[config.mk]
export PLATFORM = sky130hd
export DESIGN_NAME = intr_ctrl_multi
export DESIGN_NICKNAME = d
export VERILOG_FILES = /design/src/rtl/intr_ctrl_multi.sv
export SDC_FILE = /design/constraint.sdc
export NUM_CORES = 1
export LEC_CHECK = 0
export CORE_MARGIN = 5
export CORE_UTILIZATION = 50
export CTS_CLUSTER_DIAMETER = 50
export DETAILED_ROUTE_END_ITERATION = 8
export HOLD_SLACK_MARGIN = 0.02
export PLACE_DENSITY = 0.86
export SETUP_SLACK_MARGIN = 0.2
export SLEW_MARGIN = 20
export SYNTH_ARGS = -nofsm -noshare
export SYNTH_HDL_FRONTEND = slang
export SYNTH_SLANG_ARGS = --single-unit
[constraint.sdc]
create_clock -name clk -period 1.9 [get_ports clk]
set_input_delay 0.475 -clock clk [delete_from_list [all_inputs] [get_ports clk]]
set_output_delay 0.475 -clock clk [all_outputs]
set_load 0.005 [all_outputs]
[src/rtl/intr_ctrl_multi.sv]
// N-source interrupt controller: synchronise, latch pending, prioritise, one trap until mret.
// Optional INTC_MASK_EN adds a per-source enable mask (i_irq_mask) applied to request/select.
module intr_ctrl_multi #(
  parameter int unsigned         NSRC        = 8,
  parameter int unsigned         SYNC_STAGES = 2,
  parameter int unsigned         IDX_W       = 4,
  parameter logic [NSRC-1:0]       EDGE_MASK = {NSRC{1'b1}},
  parameter logic [NSRC*IDX_W-1:0] IDX_TABLE = '0
) (
  input  logic             clk,
  input  logic             rst,
  input  logic [NSRC-1:0]  i_irq_in,
`ifdef INTC_MASK_EN
  input  logic [NSRC-1:0]  i_irq_mask,
`endif
  input  logic             i_int_mstatus_mie,
  input  logic             i_pc_insr,
  input  logic             i_mret_en,
  output logic             o_trap_entry_en,
  output logic             o_trap_exit_en,
  output logic [IDX_W-1:0] o_int_index,
  output logic [NSRC-1:0]  o_pending,
  output logic             o_in_trap
);

  localparam int unsigned SEL_W = (NSRC > 1) ? $clog2(NSRC) : 1;

  typedef enum logic [1:0] {StIdle, StDefer, StTrap} state_e;

  logic [NSRC-1:0]  r_sync [SYNC_STAGES];
  logic [NSRC-1:0]  r_prev;
  logic [NSRC-1:0]  r_sticky;
  state_e           r_state;
  logic [SEL_W-1:0] r_lat;
  logic             r_entry;
  logic             r_exit;
  logic [IDX_W-1:0] r_index;
  logic             r_in_trap;

  logic [NSRC-1:0]  w_last;
  logic [NSRC-1:0]  w_fall;
  logic [NSRC-1:0]  w_mask;
  logic [NSRC-1:0]  w_en;
  logic             w_req;
  logic [SEL_W-1:0] w_sel;
  state_e           w_state_d;
  logic [SEL_W-1:0] w_lat_d;
  logic             w_enter;
  logic             w_exit;
  logic [SEL_W-1:0] w_src;
  logic [IDX_W-1:0] w_idx;
  logic [NSRC-1:0]  w_clr;

`ifdef INTC_MASK_EN
  assign w_mask = i_irq_mask;
`else
  assign w_mask = '1;
`endif

  // Sync flops idle at the inactive level so reset never looks like an edge.
  always_ff @(posedge clk or posedge rst) begin
    if (rst) begin
      for (int k = 0; k < SYNC_STAGES; k++) r_sync[k] <= EDGE_MASK;
      r_prev <= EDGE_MASK;
    end else begin
      r_sync[0] <= i_irq_in;
      for (int k = 1; k < SYNC_STAGES; k++) r_sync[k] <= r_sync[k-1];
      r_prev <= r_sync[SYNC_STAGES-1];
    end
  end

  assign w_last    = r_sync[SYNC_STAGES-1];
  assign w_fall    = r_prev & ~w_last & EDGE_MASK;
  assign o_pending = (r_sticky & EDGE_MASK) | (w_last & ~EDGE_MASK);
  assign w_en      = o_pending & w_mask;
  assign w_req     = i_int_mstatus_mie & (|w_en);

  always_comb begin
    w_sel = '0;
    for (int i = NSRC - 1; i >= 0; i--) begin
      if (w_en[i]) w_sel = SEL_W'(i);
    end
  end

  always_comb begin
    w_state_d = r_state;
    w_lat_d   = r_lat;
    w_enter   = 1'b0;
    w_exit    = 1'b0;
    w_src     = w_sel;
    case (r_state)
      StIdle: begin
        if (w_req) begin
          if (i_pc_insr) begin
            w_state_d = StDefer;
            w_lat_d   = w_sel;
          end else begin
            w_enter = 1'b1;
          end
        end
      end
      StDefer: begin
        // The latched source is kept even if a higher-priority one arrives meanwhile.
        if (!i_int_mstatus_mie) begin
          w_state_d = StIdle;
        end else if (!i_pc_insr) begin
          w_enter = 1'b1;
          w_src   = r_lat;
        end
      end
      StTrap: begin
        if (i_mret_en) begin
          w_exit    = 1'b1;
          w_state_d = StIdle;
        end
      end
      default: w_state_d = StIdle;
    endcase
    if (w_enter) w_state_d = StTrap;
  end

  always_comb begin
    w_idx = '0;
    for (int i = 0; i < NSRC; i++) begin
      if (w_src == SEL_W'(i)) w_idx = IDX_TABLE[i*IDX_W +: IDX_W];
    end
  end

  assign w_clr = w_enter ? ((NSRC'(1) << w_src) & EDGE_MASK) : '0;

  // A new edge in the entry cycle of the same source re-arms it (set wins over clear).
  always_ff @(posedge clk or posedge rst) begin
    if (rst) begin
      r_sticky  <= '0;
      r_state   <= StIdle;
      r_lat     <= '0;
      r_entry   <= 1'b0;
      r_exit    <= 1'b0;
      r_index   <= '0;
      r_in_trap <= 1'b0;
    end else begin
      r_sticky <= (r_sticky & ~w_clr) | w_fall;
      r_state  <= w_state_d;
      r_lat    <= w_lat_d;
      r_entry  <= w_enter;
      r_exit   <= w_exit;
      if (w_enter) begin
        r_index   <= w_idx;
        r_in_trap <= 1'b1;
      end else if (w_exit) begin
        r_index   <= '0;
        r_in_trap <= 1'b0;
      end
    end
  end

  assign o_trap_entry_en = r_entry;
  assign o_trap_exit_en  = r_exit;
  assign o_int_index     = r_index;
  assign o_in_trap       = r_in_trap;

endmodule

---- Word level (Yosys, flattened, before mapping) ----
Index checks and enable logic that the tools add are counted.
operators by class
  eq/ne operators ......................... 6
  shift-type cells ........................ 1
  mux-type cells .......................... 28
  bitwise logic cells ..................... 6
  reduce and logical (&&, ||, !) cells .... 5
operators with widths
  cell                   number
  $mux W3                11
  $and A8 B8 Y8          2
  $not A8 Y8             2
  $ne A3 B3 Y1 const B   4
  $mux W2                5
  $mux W4                2
  $mux W8                1
  $or A8 B8 Y8           1
  $reduce_or A8 Y1       1
  $shl A1 B3 Y8 const A  1
  $mux W1                7
  $pmux W2 S3            1
  $reduce_and A4 Y1      1
  $eq A2 B1 Y1 const B   1
  $eq A2 B2 Y1 const B   1
  $logic_not A2 Y1       1
  $pmux W1 S2            1
  $reduce_and A2 Y1      1
  $reduce_bool A2 Y1     1
  $and A1 B1 Y1          1
storage, ports and cells
  register bits after elaboration ......... 44
  bits of input ports ..................... 13
  logic and storage cells ................. 56

---- Depth between registers and ports, before layout ----
  depth after elaboration ................. 16
  depth in mapped cells ................... 5
  mapped depth without buffers ............ 5

---- Least setup slack after synthesis ----
OpenSTA, ideal clock, no wires.
  path kind ............................... register to register
  from .................................... register r_sticky[3], in the netlist o_pending[3]
  to ...................................... register r_sticky[7], in the netlist o_pending[7]
  arrival ................................. 1552 ps
  required time ........................... 1771 ps
  path slack .............................. 218 ps
  cell stages (with the launch flop) ...... 6
  path buffers ............................ 0
  cell sequence ........................... dfrtp_1 or4_4 o31ai_4 nand2_2 o31ai_1 o21ai_1
between the ends
  cells in the longest elaborated chain, start to end .. 12
RTL lines
  item                    line  source
  from (decl)             32    logic [NSRC-1:0] r_sticky;
  from (signal assigned)  142   r_sticky <= (r_sticky & ~w_clr) | w_fall;
  $mux W3 (4 in a row)    81    if (w_en[i]) w_sel = SEL_W'(i);
  $mux W3                 106   end else if (!i_pc_insr) begin
  $mux W3                 104   if (!i_int_mstatus_mie) begin
  $mux W3                 91    case (r_state)
  $shl A1 B3 Y8           129   assign w_clr = w_enter ? ((NSRC'(1) << w_src) & EDGE_MASK) : '0;
  $mux W8 (*)             129
  $not A8 Y8 (*)          142
  $and A8 B8 Y8 (*)       142
  $or A8 B8 Y8 (*)        142
Every way passes the cells marked *; elsewhere a longest branch is shown, timed or not.
A chain may end at the register's enable or synchronous reset.

---- Worst setup path in the final report ----
  from .................................... register r_sticky[0], in the netlist o_pending[0]
  to ...................................... register r_sticky[6], in the netlist o_pending[6]
between the ends
  cells in the longest elaborated chain, start to end .. 9
RTL lines
  item                                                      line
  branches (longest 5 deep; another with $reduce_or A8 Y1)  -
  $mux W8 (*)                                               129
  $not A8 Y8 (*)                                            142
  $and A8 B8 Y8 (*)                                         142
  $or A8 B8 Y8 (*)                                          142
Every way passes the cells marked *.

==> out/results.txt <==
Mapped Avg Cell Area: 12.82 um2
most common cell in the netlist: dfstp_2
Initial Util: 0.5080
aggregate global routing overflow: 0
iteration count of the initial detailed-routing pass: 4
final setup violation count: 0
initial antenna violation count: 0
DR WL/cell: 15.67 um
clk slew on worst S/H paths: 0.12 ns
synth unique cells: 34
Mapped Cells: 118
H-tree Lvls: 2
Cell Area, Synth: 1513 um2
Pwr Density: 821.5 nW/um2
GP Congestion: 0.9210
Clock Skews: 0.01117 ns
IO Pins: 28
Clock Latency Late Sink: 0.35 ns
core area: 2978 um2
CP cell instances: buf_6, or4_4, o31ai_4, nand2_2, o21ai_1, o221ai_1
# hold bufs at CTS: 0
die height: 65.01 um
row count: 20
CTS max path bufs: 2
critical path peak fanout: 4
DP HPWL: 2021 um
Hold Startpoint: r_sync[13]
Nets: 180
Layout Utilization: 0.6912
vias in the first global route: 1,158
CTS tree: yes
Placed Cells incl. Taps: 181
final slew viol count: 0
CP Launch Type: flop
largest net degree at the start of global routing: 41
Post-synth ARST share: 1.000
1st-iter DRT viols: 32
Synth top area share: 0.4169
share of post-route cells with drive strength above 1: 0.4107
final antenna-violating net count: 0
ys flop type: dfstp_2
# DRC: 0
VDD IR max: 0.0006502 V
GRT Util Overall: 0.1628
Die Area: 4226 um2
top post-synthesis cells by count: 24 x dfstp_2, 16 x dfrtp_1, 16 x inv_1, 12 x o21ai_1, 8 x nand2_1
Final Hold Viols: 0
PortBufs: 23
DR vias/cell: 5.299
Critical R2R Launch: o_pending[0]
crit path from: o_pending[0]
final std cells w/o fill: 201
Tmin final: 1.799 ns
Setup CP Type: reg2reg
hold crit path type: reg2reg
synth top area cells: dfstp_2 42%, dfrtp_1 26%, o21ai_1 4.0%
root buffer cell: clkbuf_4
Achievable Freq: 555.9 MHz
synthesis-to-layout area growth: 36.06%
Chip Width: 65.01 um
final instance area: 2058 um2
DP Area: 1838 um2
worst hold slack: 0.3643 ns
Req. time, crit path: 2.13 ns
RSZ-0062 raised after global routing: yes
Yosys warning count: 0
area leader, netlist: dfstp_2
Via Count: 1,065
CP max stage delay: 0.52 ns
Max Cap Viol: 0
# clock sinks: 40
CTS buffer count: 5
EDFF count, synth: 0
wire length after detailed routing: 3149 um
CP endpoint kind: flop
dpl ws: -0.3276 ns
first-pass GRT wire length: 5223 um
fin crit share: 0.9469
Max stage delay cell, worst path: or4_4
post-synthesis sequential area ratio: 0.6816
n_diodes: 0
Synth Register Bits: 40
final setup margin: 0.1010 ns
status: completed
Arr. time, crit path: 2.03 ns
static leakage: 0.9280 nW
==> flip-flops by register name, summed over array words and instances, names as in the netlist <==
register and flops:
o_trap_exit_en 1, o_pending 8, r_prev 8, r_sync 8, r_lat 3, o_trap_entry_en 1
o_in_trap 1, r_state 2, w_last 8
==> what timing repair did <==
item	4_1_cts	5_1_grt
resized for setup	22	7
buffers inserted	8	4
endpoints found under the setup margin	18	14
pin swaps	7	4
==> stage by stage <==
stage	power, W	TNS, ns
5_1_grt	0.001771	0
6_report	0.001691	0
4_1_cts	0.001694	0
2_1_floorplan	0.001051	0
3_5_place_dp	0.001155	-2.247
3_3_place_gp	0.001143	-1.763
==> power breakdown <==
part           switching [W]  leakage (nW)  internal [W]
clock network       0.000290        0.0400      0.000228
logic               0.000108         0.462      0.000112
registers          0.0000277         0.426      0.000925
total               0.000426         0.928       0.00127
==> logic make-up (layout without fill, tap and decap cells) <==
group / after synthesis / in the layout / share of synthesized area
compound gates: 31 / 31 / 0.1530
flops: 40 / 40 / 0.6815
other cells: 1 / 4 / 0.002479
simple gates: 25 / 25 / 0.09677
buf+inv: 20 / 67 / 0.05956
mux: 1 / 1 / 0.006617
==> cell type report <==
cell class,instances,area (um2)
Clock buffer,6,62.56
Clock inverter,2,16.27
Fill cell,203,919.6
Inverter,16,60.06
Multi-Input combinational cell,61,446.7
Sequential cell,40,1036
Tap cell,33,41.29
Timing Repair Buffer,43,395.4
==> worst paths after layout <==
path	end	slack, ns	cells past startpoint
worst max-delay path	o_pending[6]	0.10	6
worst max register to register	o_pending[6]	0.10	6
max in group asynchronous	r_prev[0]	1.17	3
worst min-delay path	w_last[5]	0.36	0
worst min register to register	w_last[5]	0.36	0
min in group asynchronous	o_pending[2]	0.47	3
==> cell usage in the layout (no fill, tap or decap), types with 2 or more instances in the layout <==
master	n
o31ai_2	2
o21ai_1	11
dfrtp_1	12
clkdlybuf4s50_1	10
nor2_1	5
a21oi_1	2
dlygate4sd2_1	11
o31ai_4	2
inv_1	16
conb_1	4
dfstp_2	24
o31ai_1	2
clkbuf_4	5
dlymetal6s2s_1	2
buf_4	16
o221ai_1	2
dfrtp_2	4
buf_6	3
nand2_1	8
==> worst max-delay path, delay by kind of cell, from the launching register on <==
| family | cells | cell delay (ns) |
|---|---|---|
| AND/OR/NAND/NOR | 2 | 0.65 |
| AO/OA/AOI/OAI | 3 | 0.52 |
| flip-flops | 1 | 0.40 |
| buffers and inverters | 1 | 0.12 |
==> routing by layer <==
layer,vias to the layer above,track usage,share of wire
met5,-,0,0
met4,0,0.03430,0.0086
met3,3,0.05546,0.050
met2,29,0.2950,0.54
met1,531,0.1844,0.40
li1,502,-,-
No activity file was read; power rests on OpenSTA's default activity.
